[config.mk]
export PLATFORM = sky130hd
export DESIGN_NAME = vec_load_store_unit
export DESIGN_NICKNAME = d
export VERILOG_FILES = /design/src/rtl/vec_pkg.sv /design/src/rtl/vec_word_buffer.sv /design/src/rtl/vec_load_store_unit.sv
export SDC_FILE = /design/constraint.sdc
export NUM_CORES = 2
export LEC_CHECK = 0
export BUFFER_PORTS_ARGS = -buffer_cell sky130_fd_sc_hd__buf_2
export CAP_MARGIN = 20
export CELL_PAD_IN_SITES_DETAIL_PLACEMENT = 1
export CELL_PAD_IN_SITES_GLOBAL_PLACEMENT = 1
export CORE_AREA = 4 4 441 443
export DETAILED_ROUTE_END_ITERATION = 8
export DIE_AREA = 0 0 445 447
export GPL_ROUTABILITY_DRIVEN = 0
export PLACE_DENSITY = 0.42
export SYNTH_ARGS = -nofsm -noshare
export SYNTH_HDL_FRONTEND = slang
export SYNTH_SLANG_ARGS = --single-unit
[constraint.sdc]
create_clock -name clk -period 5.3 [get_ports clk]
set_input_delay 0.53 -clock clk [delete_from_list [all_inputs] [get_ports clk]]
set_output_delay 0.53 -clock clk [all_outputs]
set_load 0.01 [all_outputs]
[src/rtl/vec_pkg.sv]
// Shared definitions for the vector load/store path.
//   DATA_W / WORD_W / LANES : vector width, memory word width, words per vector
//   RF_OP_*                 : register-file operation codes driven on rf_op_code
//   lsu_state_t             : load/store sequencer states (also used by the arbiter)
package vec_pkg;

  localparam int DATA_W = 512;
  localparam int WORD_W = 32;
  localparam int LANES  = DATA_W / WORD_W;
  localparam int LANE_W = $clog2(LANES);

  localparam logic [LANE_W-1:0] LAST_LANE = LANE_W'(LANES - 1);

  localparam logic [1:0] RF_OP_WRITE = 2'b00;
  localparam logic [1:0] RF_OP_READ  = 2'b01;
  localparam logic [1:0] RF_OP_ALU   = 2'b10;

  typedef enum logic [2:0] {
    IDLE       = 3'd0,
    LD_REQ     = 3'd1,
    LD_WAIT    = 3'd2,
    LD_COMMIT  = 3'd3,
    ST_READ    = 3'd4,
    ST_CAPTURE = 3'd5,
    ST_REQ     = 3'd6,
    DONE       = 3'd7
  } lsu_state_t;

endpackage

[src/rtl/vec_word_buffer.sv]
// Staging buffer holding one vector as LANES words.
//   clk, rst   : clock, asynchronous active-low reset (clears all words)
//   wr_en      : write wr_word into lane wr_lane
//   load_en    : overwrite every lane from load_vec (has priority over wr_en)
//   rd_lane    : lane selected onto rd_word
//   vec        : whole buffer as a flat vector, lane 0 in the low bits
module vec_word_buffer
  import vec_pkg::*;
(
  input  logic              clk,
  input  logic              rst,
  input  logic              wr_en,
  input  logic [LANE_W-1:0] wr_lane,
  input  logic [WORD_W-1:0] wr_word,
  input  logic              load_en,
  input  logic [DATA_W-1:0] load_vec,
  input  logic [LANE_W-1:0] rd_lane,
  output logic [WORD_W-1:0] rd_word,
  output logic [DATA_W-1:0] vec
);

  // Flops rather than RAM: the full vector is needed in parallel on both
  // the load side and the read-out side.
  generate
    for (genvar gi = 0; gi < LANES; gi++) begin : g_lane
      logic [WORD_W-1:0] word_reg;

      always_ff @(posedge clk or negedge rst) begin
        if (!rst) begin
          word_reg <= '0;
        end else if (load_en) begin
          word_reg <= load_vec[gi*WORD_W +: WORD_W];
        end else if (wr_en && (wr_lane == LANE_W'(gi))) begin
          word_reg <= wr_word;
        end
      end

      assign vec[gi*WORD_W +: WORD_W] = word_reg;
    end
  endgenerate

  always_comb begin
    rd_word = '0;
    for (int i = 0; i < LANES; i++) begin
      if (rd_lane == LANE_W'(i)) begin
        rd_word = vec[i*WORD_W +: WORD_W];
      end
    end
  end

endmodule

[src/rtl/vec_load_store_unit.sv]
// Moves one vector between a word-addressed memory port and a register-file entry.
//   clk, rst          : clock, asynchronous active-low reset (aborts any command)
//   cmd_*             : command handshake; cmd_ready only in IDLE
//   done              : one-cycle completion pulse
//   mem_*             : single-outstanding word memory port (req held until gnt)
//   rf_op_valid/code  : register-file op ownership and code (write 00 / read 01)
//   rf_read_addr/data : register read; data valid the cycle after the read op
//   rf_write_addr/data: register write of the assembled vector
module vec_load_store_unit
  import vec_pkg::*;
#(
  parameter int ADDR_W = 16
) (
  input  logic              clk,
  input  logic              rst,
  input  logic              cmd_valid,
  output logic              cmd_ready,
  input  logic              cmd_is_store,
  input  logic [1:0]        cmd_reg,
  input  logic [ADDR_W-1:0] cmd_base,
  output logic              done,
  output logic              mem_req,
  output logic              mem_we,
  output logic [ADDR_W-1:0] mem_addr,
  output logic [WORD_W-1:0] mem_wdata,
  input  logic              mem_gnt,
  input  logic              mem_rvalid,
  input  logic [WORD_W-1:0] mem_rdata,
  output logic              rf_op_valid,
  output logic [1:0]        rf_op_code,
  output logic [1:0]        rf_read_addr,
  output logic [1:0]        rf_write_addr,
  output logic [DATA_W-1:0] rf_write_data,
  input  logic [DATA_W-1:0] rf_read_data
);

  lsu_state_t        state_reg, state_next;
  logic [LANE_W-1:0] lane_reg, lane_next;
  logic              is_store_reg, is_store_next;
  logic [1:0]        reg_idx_reg, reg_idx_next;
  logic [ADDR_W-1:0] base_reg, base_next;

  logic              buf_wr_en;
  logic              buf_load_en;
  logic [WORD_W-1:0] buf_rd_word;
  logic [DATA_W-1:0] buf_vec;
  logic [ADDR_W-1:0] cur_addr;

  // Natural width truncation gives the modulo-2^ADDR_W wrap.
  assign cur_addr = base_reg + ADDR_W'(lane_reg);

  vec_word_buffer u_buffer (
    .clk      (clk),
    .rst      (rst),
    .wr_en    (buf_wr_en),
    .wr_lane  (lane_reg),
    .wr_word  (mem_rdata),
    .load_en  (buf_load_en),
    .load_vec (rf_read_data),
    .rd_lane  (lane_reg),
    .rd_word  (buf_rd_word),
    .vec      (buf_vec)
  );

  always_ff @(posedge clk or negedge rst) begin
    if (!rst) begin
      state_reg    <= IDLE;
      lane_reg     <= '0;
      is_store_reg <= 1'b0;
      reg_idx_reg  <= '0;
      base_reg     <= '0;
    end else begin
      state_reg    <= state_next;
      lane_reg     <= lane_next;
      is_store_reg <= is_store_next;
      reg_idx_reg  <= reg_idx_next;
      base_reg     <= base_next;
    end
  end

  always_comb begin
    state_next    = state_reg;
    lane_next     = lane_reg;
    is_store_next = is_store_reg;
    reg_idx_next  = reg_idx_reg;
    base_next     = base_reg;

    cmd_ready     = 1'b0;
    done          = 1'b0;
    mem_req       = 1'b0;
    mem_we        = 1'b0;
    mem_addr      = '0;
    mem_wdata     = '0;
    rf_op_valid   = 1'b0;
    rf_op_code    = RF_OP_WRITE;
    rf_read_addr  = '0;
    rf_write_addr = '0;
    rf_write_data = '0;
    buf_wr_en     = 1'b0;
    buf_load_en   = 1'b0;

    case (state_reg)
      IDLE: begin
        cmd_ready = 1'b1;
        if (cmd_valid) begin
          is_store_next = cmd_is_store;
          reg_idx_next  = cmd_reg;
          base_next     = cmd_base;
          lane_next     = '0;
          state_next    = cmd_is_store ? ST_READ : LD_REQ;
        end
      end

      LD_REQ: begin
        mem_req  = 1'b1;
        mem_we   = is_store_reg;  // latched direction, always 0 on the load path
        mem_addr = cur_addr;
        if (mem_gnt) begin
          state_next = LD_WAIT;
        end
      end

      LD_WAIT: begin
        // Only this state listens to rvalid, so stray beats elsewhere are dropped.
        if (mem_rvalid) begin
          buf_wr_en = 1'b1;
          if (lane_reg == LAST_LANE) begin
            state_next = LD_COMMIT;
          end else begin
            lane_next  = lane_reg + 1'b1;
            state_next = LD_REQ;
          end
        end
      end

      LD_COMMIT: begin
        rf_op_valid   = 1'b1;
        rf_op_code    = RF_OP_WRITE;
        rf_write_addr = reg_idx_reg;
        rf_write_data = buf_vec;
        state_next    = DONE;
      end

      ST_READ: begin
        rf_op_valid  = 1'b1;
        rf_op_code   = RF_OP_READ;
        rf_read_addr = reg_idx_reg;
        state_next   = ST_CAPTURE;
      end

      ST_CAPTURE: begin
        // Register file returns read data one cycle after the op.
        buf_load_en = 1'b1;
        lane_next   = '0;
        state_next  = ST_REQ;
      end

      ST_REQ: begin
        mem_req   = 1'b1;
        mem_we    = is_store_reg;
        mem_addr  = cur_addr;
        mem_wdata = buf_rd_word;
        if (mem_gnt) begin
          if (lane_reg == LAST_LANE) begin
            state_next = DONE;
          end else begin
            lane_next = lane_reg + 1'b1;
          end
        end
      end

      DONE: begin
        done       = 1'b1;
        state_next = IDLE;
      end

      default: begin
        state_next = IDLE;
      end
    endcase
  end

endmodule

After elaboration in Yosys (flattened, before gate mapping)
Cells that the tools add are included.
Cells by class
  reductions and logical operators: 40
  multiplexer cells: 75
  equal/unequal tests: 27
  add/sub/neg operators: 2
Operator list (number)
  2-to-1 mux 32 bit: 49
  2-to-1 mux 512 bit: 1
  == test 4 bit (second input constant): 8
  nonzero test 2 bit: 16
  case mux 3 bit (8 select lines): 1
  2-to-1 mux 3 bit: 6
  adder 16 x 4 -> 16 bit: 1
  == test 4 x 3 -> 1 bit (second input constant): 4
  logical AND 1 bit: 16
  2-to-1 mux 16 bit: 1
  2-to-1 mux 4 bit: 4
  case mux 4 bit (4 select lines): 1
  == test 3 bit (second input constant): 4
  inequality test 2 bit (second input constant): 5
  2-to-1 mux 1 bit: 9
  == test 4 x 2 -> 1 bit (second input constant): 2
  == test 3 x 2 -> 1 bit (second input constant): 2
  2-to-1 mux 2 bit: 3
  AND reduction 5 bit: 1
  adder 4 x 1 -> 4 bit (second input constant): 1
  == test 4 x 1 -> 1 bit (second input constant): 1
  zero test 4 bit: 1
  AND reduction 4 bit: 1
  nonzero test 4 bit: 1
  other kinds (4): 5
Storage, ports and cells
  word-level logic and storage cells: 165
  output and inout bits: 571
  register bits after elaboration: 538
  bits of input ports: 568

Logic depth before layout (Yosys ltp)
  word-level depth: 18
  gate-level depth with buffers: 11
  mapped depth without buffers: 7

Cells and area by module
A second synthesis with hierarchy kept.
Unflattened totals
  cells, all modules: 3979
  area, all modules: 35119.9 µm²
Modules (own cells, without submodules)
  vec_word_buffer: area each 29408.2 µm², seq. area each 12812.3 µm², instances 1, cells an instance 3132
  vec_load_store_unit: area each 5711.7 µm², seq. area each 650.6 µm², instances 1, cells an instance 847

Worst setup path before layout
Ideal clock, no wire load.
  path kind: register to output
  start: reg lane_reg[0]
  end: out mem_wdata[5]
  data arrival time: 2.016 ns
  path slack: 2.754 ns
  path buffers: 3
  data required time: 4.770 ns
  stages on the path, launching flop included: 11
  cell sequence: dfrtp_1 inv_1 ha_1 buf_4 inv_1 buf_4 buf_2 o22ai_1 o21ai_0 o311ai_0 a221oi_1
On the way
  longest elaborated chain between the ends: 18
  elaborated cells on any way between the ends: 33
  those cells by class: 15 x eq/ne; 17 x mux; 1 x reduce/logical
RTL lines
  start: declaration: line vec_load_store_unit.sv:38  | logic [LANE_W-1:0] lane_reg, lane_next;
  start signal: assignment: line vec_load_store_unit.sv:74  | lane_reg <= lane_next;
  zero test 4 bit: line vec_word_buffer.sv:45  | if (rd_lane == LANE_W'(i)) begin
  2-to-1 mux 32 bit (15 in series): line vec_word_buffer.sv:45
  2-to-1 mux 32 bit *: line vec_word_buffer.sv:45
  2-to-1 mux 32 bit *: line vec_load_store_unit.sv:102  | case (state_reg)
  end: declaration: line vec_load_store_unit.sv:25  | output logic [WORD_W-1:0] mem_wdata,
Mark *: on every way between the ends. The rest lies on a longest branch, timed or not.

Worst setup path after layout
  start: reg lane_reg[0]
  end: out mem_wdata[23]
The elaborated chain is that of the path after synthesis.

==> flow_metrics.py <==
metrics = {
    "outcome": {
        "status": "complete, no violations",
    },
    "yosys": {
        "synth_cells": 3858,
        "synth_ff_type": "dfrtp_1",
        "avgSynthCellArea_um2": 8.176,
        "synthArstFlopShare_pct": 100.0,
        "synth_warnings": 0,
        "syn-cell-area_um2": 31540,
        "yosysSeqAreaShare_pct": 42.68,
        "yosysUniqueCellTypes": 69,
        "synthesis.nets": 4435,
        "synth_edf_count": 0,
        "ys_ff_latch": 538,
    },
    "sta": {
        "tightest_slew_ns": 1.154,
        "whs_ns": 0.07096,
        "relSlewSlack_pct": 22.89,
        "finalClockSkew_ns": 0.02889,
        "drv_slew": 0,
        "finalHoldViolations": 0,
        "period_share_pct": 97.54,
        "setup_viol": 0,
        "fin_setup_tns_ns": 0,
        "rsz0062_at_grt": "no",
        "finalCriticalPeriod_ns": 5.170,
        "fmax_ghz": 0.1934,
    },
    "power": {
        "p_seq_share_pct": 35.2,
        "leakage_nw": 20.24,
        "power.switching_w": 0.01510,
        "combPwrFrac_pct": 44.5,
        "p_clk_share_pct": 20.4,
        "p_int_w": 0.01306,
        "power.density_nw_per_um2": 657.1,
        "vdd_drop_max_mv": 0.2552,
        "sw_frac_of_total_pct": 53.62,
    },
    "routing": {
        "drtIter0Drc": 2895,
        "drc": 0,
        "vias_per_cell": 4.820,
        "wl_per_cell_um": 38.36,
        "vias": 35890,
        "routed_wl_um": 285600,
        "postRouteAntennaNets": 0,
        "dr.pass1.iters": 5,
    },
    "setup_path": {
        "worstSetupPathType": "flip-flop to output port",
        "crit_start": "lane_reg[0]",
        "r2r-start": "state_reg[2]",
        "critPathRequiredTime_ns": 4.77,
        "arrival_ns": 4.64,
        "end_kind": "output port",
        "cp-start-kind": "flip-flop",
        "path_max_fanout": 65,
    },
    "clock_network": {
        "clk_latency_ns": 0.73,
        "cts_tree": "yes",
        "clockBufferDepth": 3,
        "clkTransAtPathRegs_ns": 0.06,
        "cts_sinks": 538,
        "root_buffer": "clkbuf_16",
        "postCtsSetupBuffers": 0,
        "cts_buffers": 80,
        "h-tree-depth": 3,
    },
    "global_routing": {
        "top_usage_layer": "met2",
        "grt_pass1_vias": 36050,
        "grt_remaining_overflow": 0,
        "antenna_found_initial": 104,
        "grt_max_degree": 146,
        "grt_first_pass_wirelength_um": 365100,
        "met2_usage_pct": 44.62,
        "track_usage_pct": 27.55,
        "met1_usage_pct": 35.92,
        "use_met3_pct": 4.624,
    },
    "die": {
        "die_area_um2": 198900,
        "start_util_pct": 16.60,
        "ioPinCount": 1139,
        "fp.coreArea_um2": 190000,
        "rows": 160,
        "die_y_um": 447,
        "die_w_um": 445,
    },
    "cells_and_area": {
        "regArea_um2": 13470,
        "drive_above_1_share_pct": 30.60,
        "syn2layout_area_growth_pct": 35.82,
        "multi_input_area_um2": 16350,
        "nNetsFinal": 5402,
        "largest_reg_flops": 512,
        "fillers": 22730,
    },
    "worst_hold_path": {
        "hold_start": "rf_read_data[471]",
        "hold_path_class": "input port to flip-flop",
    },
    "placement": {
        "portBuffers": 1137,
        "place_hpwl_um": 222100,
    },
    "run": {
        "maxCapViolations": 0,
    },
}
## layer usage
metal  up-vias  share of wire [%]  routed length [um]
met5         -              0.071                 204
met4        30                4.8               13640
met3       362                5.2               14970
met2      1443                 46              132500
met1     18580                 44              124300
li1      15470                  -                   -
## cell usage after synthesis (50+ instances only)
master	count	area share (%)
a21oi_1	629	10
a221oi_1	63	1.7
a22oi_1	69	1.6
and2_1	496	9.8
buf_2	130	2.1
clkbuf_1	187	2.2
dfrtp_1	538	43
nand2_1	534	6.4
nor2_1	134	1.6
nor3_1	59	0.94
o21ai_0	50	0.79
o21ai_1	467	7.4
o22ai_1	75	1.5
## cells by family (layout without fill, tap and decap cells)
| group | count (synthesis) | after routing | share of synthesized area, % |
|---|---|---|---|
| compound gates | 1527 | 1527 | 28.34 |
| simple gates | 1323 | 1324 | 20.86 |
| flops | 538 | 538 | 42.68 |
| buf+inv | 424 | 1451 | 6.568 |
| mux | 20 | 20 | 0.7140 |
| xor+xnor | 16 | 16 | 0.4442 |
| fa+ha+maj | 9 | 9 | 0.3808 |
| other cells | 1 | 49 | 0.01189 |
## final cells by class
| type | count | area share, % |
|---|---|---|
| tap | 2511 | 7.333 |
| clock buffer | 116 | 5.540 |
| timing repair buffer | 1274 | 16.22 |
| sequential | 538 | 31.44 |
| clock inverter | 27 | 0.7155 |
| inverter | 34 | 0.3067 |
| antenna | 48 | 0.2804 |
| multi-input combinational | 2897 | 38.16 |
## worst paths after layout
kind | to | slack (ns) | cells past startpoint
setup / recovery | mem_wdata[23] | 0.13 | 8
hold / removal | u_buffer.g_lane[14].word_reg[23] | 0.07 | 3
setup reg to reg | u_buffer.g_lane[6].word_reg[12] | 1.71 | 7
hold reg to reg | is_store_reg | 0.51 | 1
max in group asynchronous | u_buffer.g_lane[13].word_reg[6] | 3.47 | 3
min in group asynchronous | reg_idx_reg[1] | 0.37 | 2
## critical path, stage by stage (launching register included)
cell and delay (ns):
dfrtp_1 0.57, inv_1 0.20, ha_4 0.40, inv_4 0.68, o22ai_1 0.21, o21ai_0 0.26, o311ai_1 0.37, a221oi_1 0.87
buf_2 0.31
## power by group through the flow
stage	clock network, W	registers [W]	logic (W)
2_1_floorplan	0	0.00698	0.00703
3_3_place_gp	0	0.0100	0.0123
3_5_place_dp	0	0.00995	0.0125
4_1_cts	0.00589	0.00989	0.0126
5_1_grt	0.00603	0.00999	0.0134
6_report	0.00574	0.00990	0.0125
## repair_timing
action	in CTS	in global routing
endpoints found under the setup margin	3	0
hold endpoints to repair	90	0
hold buffers	33	0
gates resized for setup	3	0
## stage by stage
stage	area, um2	power, W	setup WS, ns	utilization, %	std cells
after floorplan	31540	0.01401	2.754	-	3858
final	42840	0.02815	0.1302	22.55	7445
after global placement	39680	0.02232	0.5055	20.88	7218
after CTS	42720	0.02838	0.1859	22.49	7397
after global routing	42770	0.02944	0.1174	22.51	7417
after detailed placement	39690	0.02245	0.7105	20.89	7220
## cell usage in the layout (no fill, tap or decap), drive strengths merged, types with 2 or more instances in the layout
cell            n
o221a          25
a22oi          69
a21oi         634
o22ai          75
nand2         538
nand4           5
o21ai         519
a22o           30
nor2          137
nand2b          7
o311ai          6
nand3          20
clkinv         18
xor2           10
dlygate4sd3    33
o211ai          2
and2b           3
bufinv          6
dfrtp         538
buf          1241
ha              8
diode          48
a21o            6
nor2b          44
xnor2           6
clkbuf        116
and2          496
a31oi          13
mux2           20
o21bai          2
a211oi         27
nor3           59
o32ai          25
or2             4
and4            2
and3            5
a21boi         25
inv            36
a221oi         63
(Power assumes the default switching activity.)
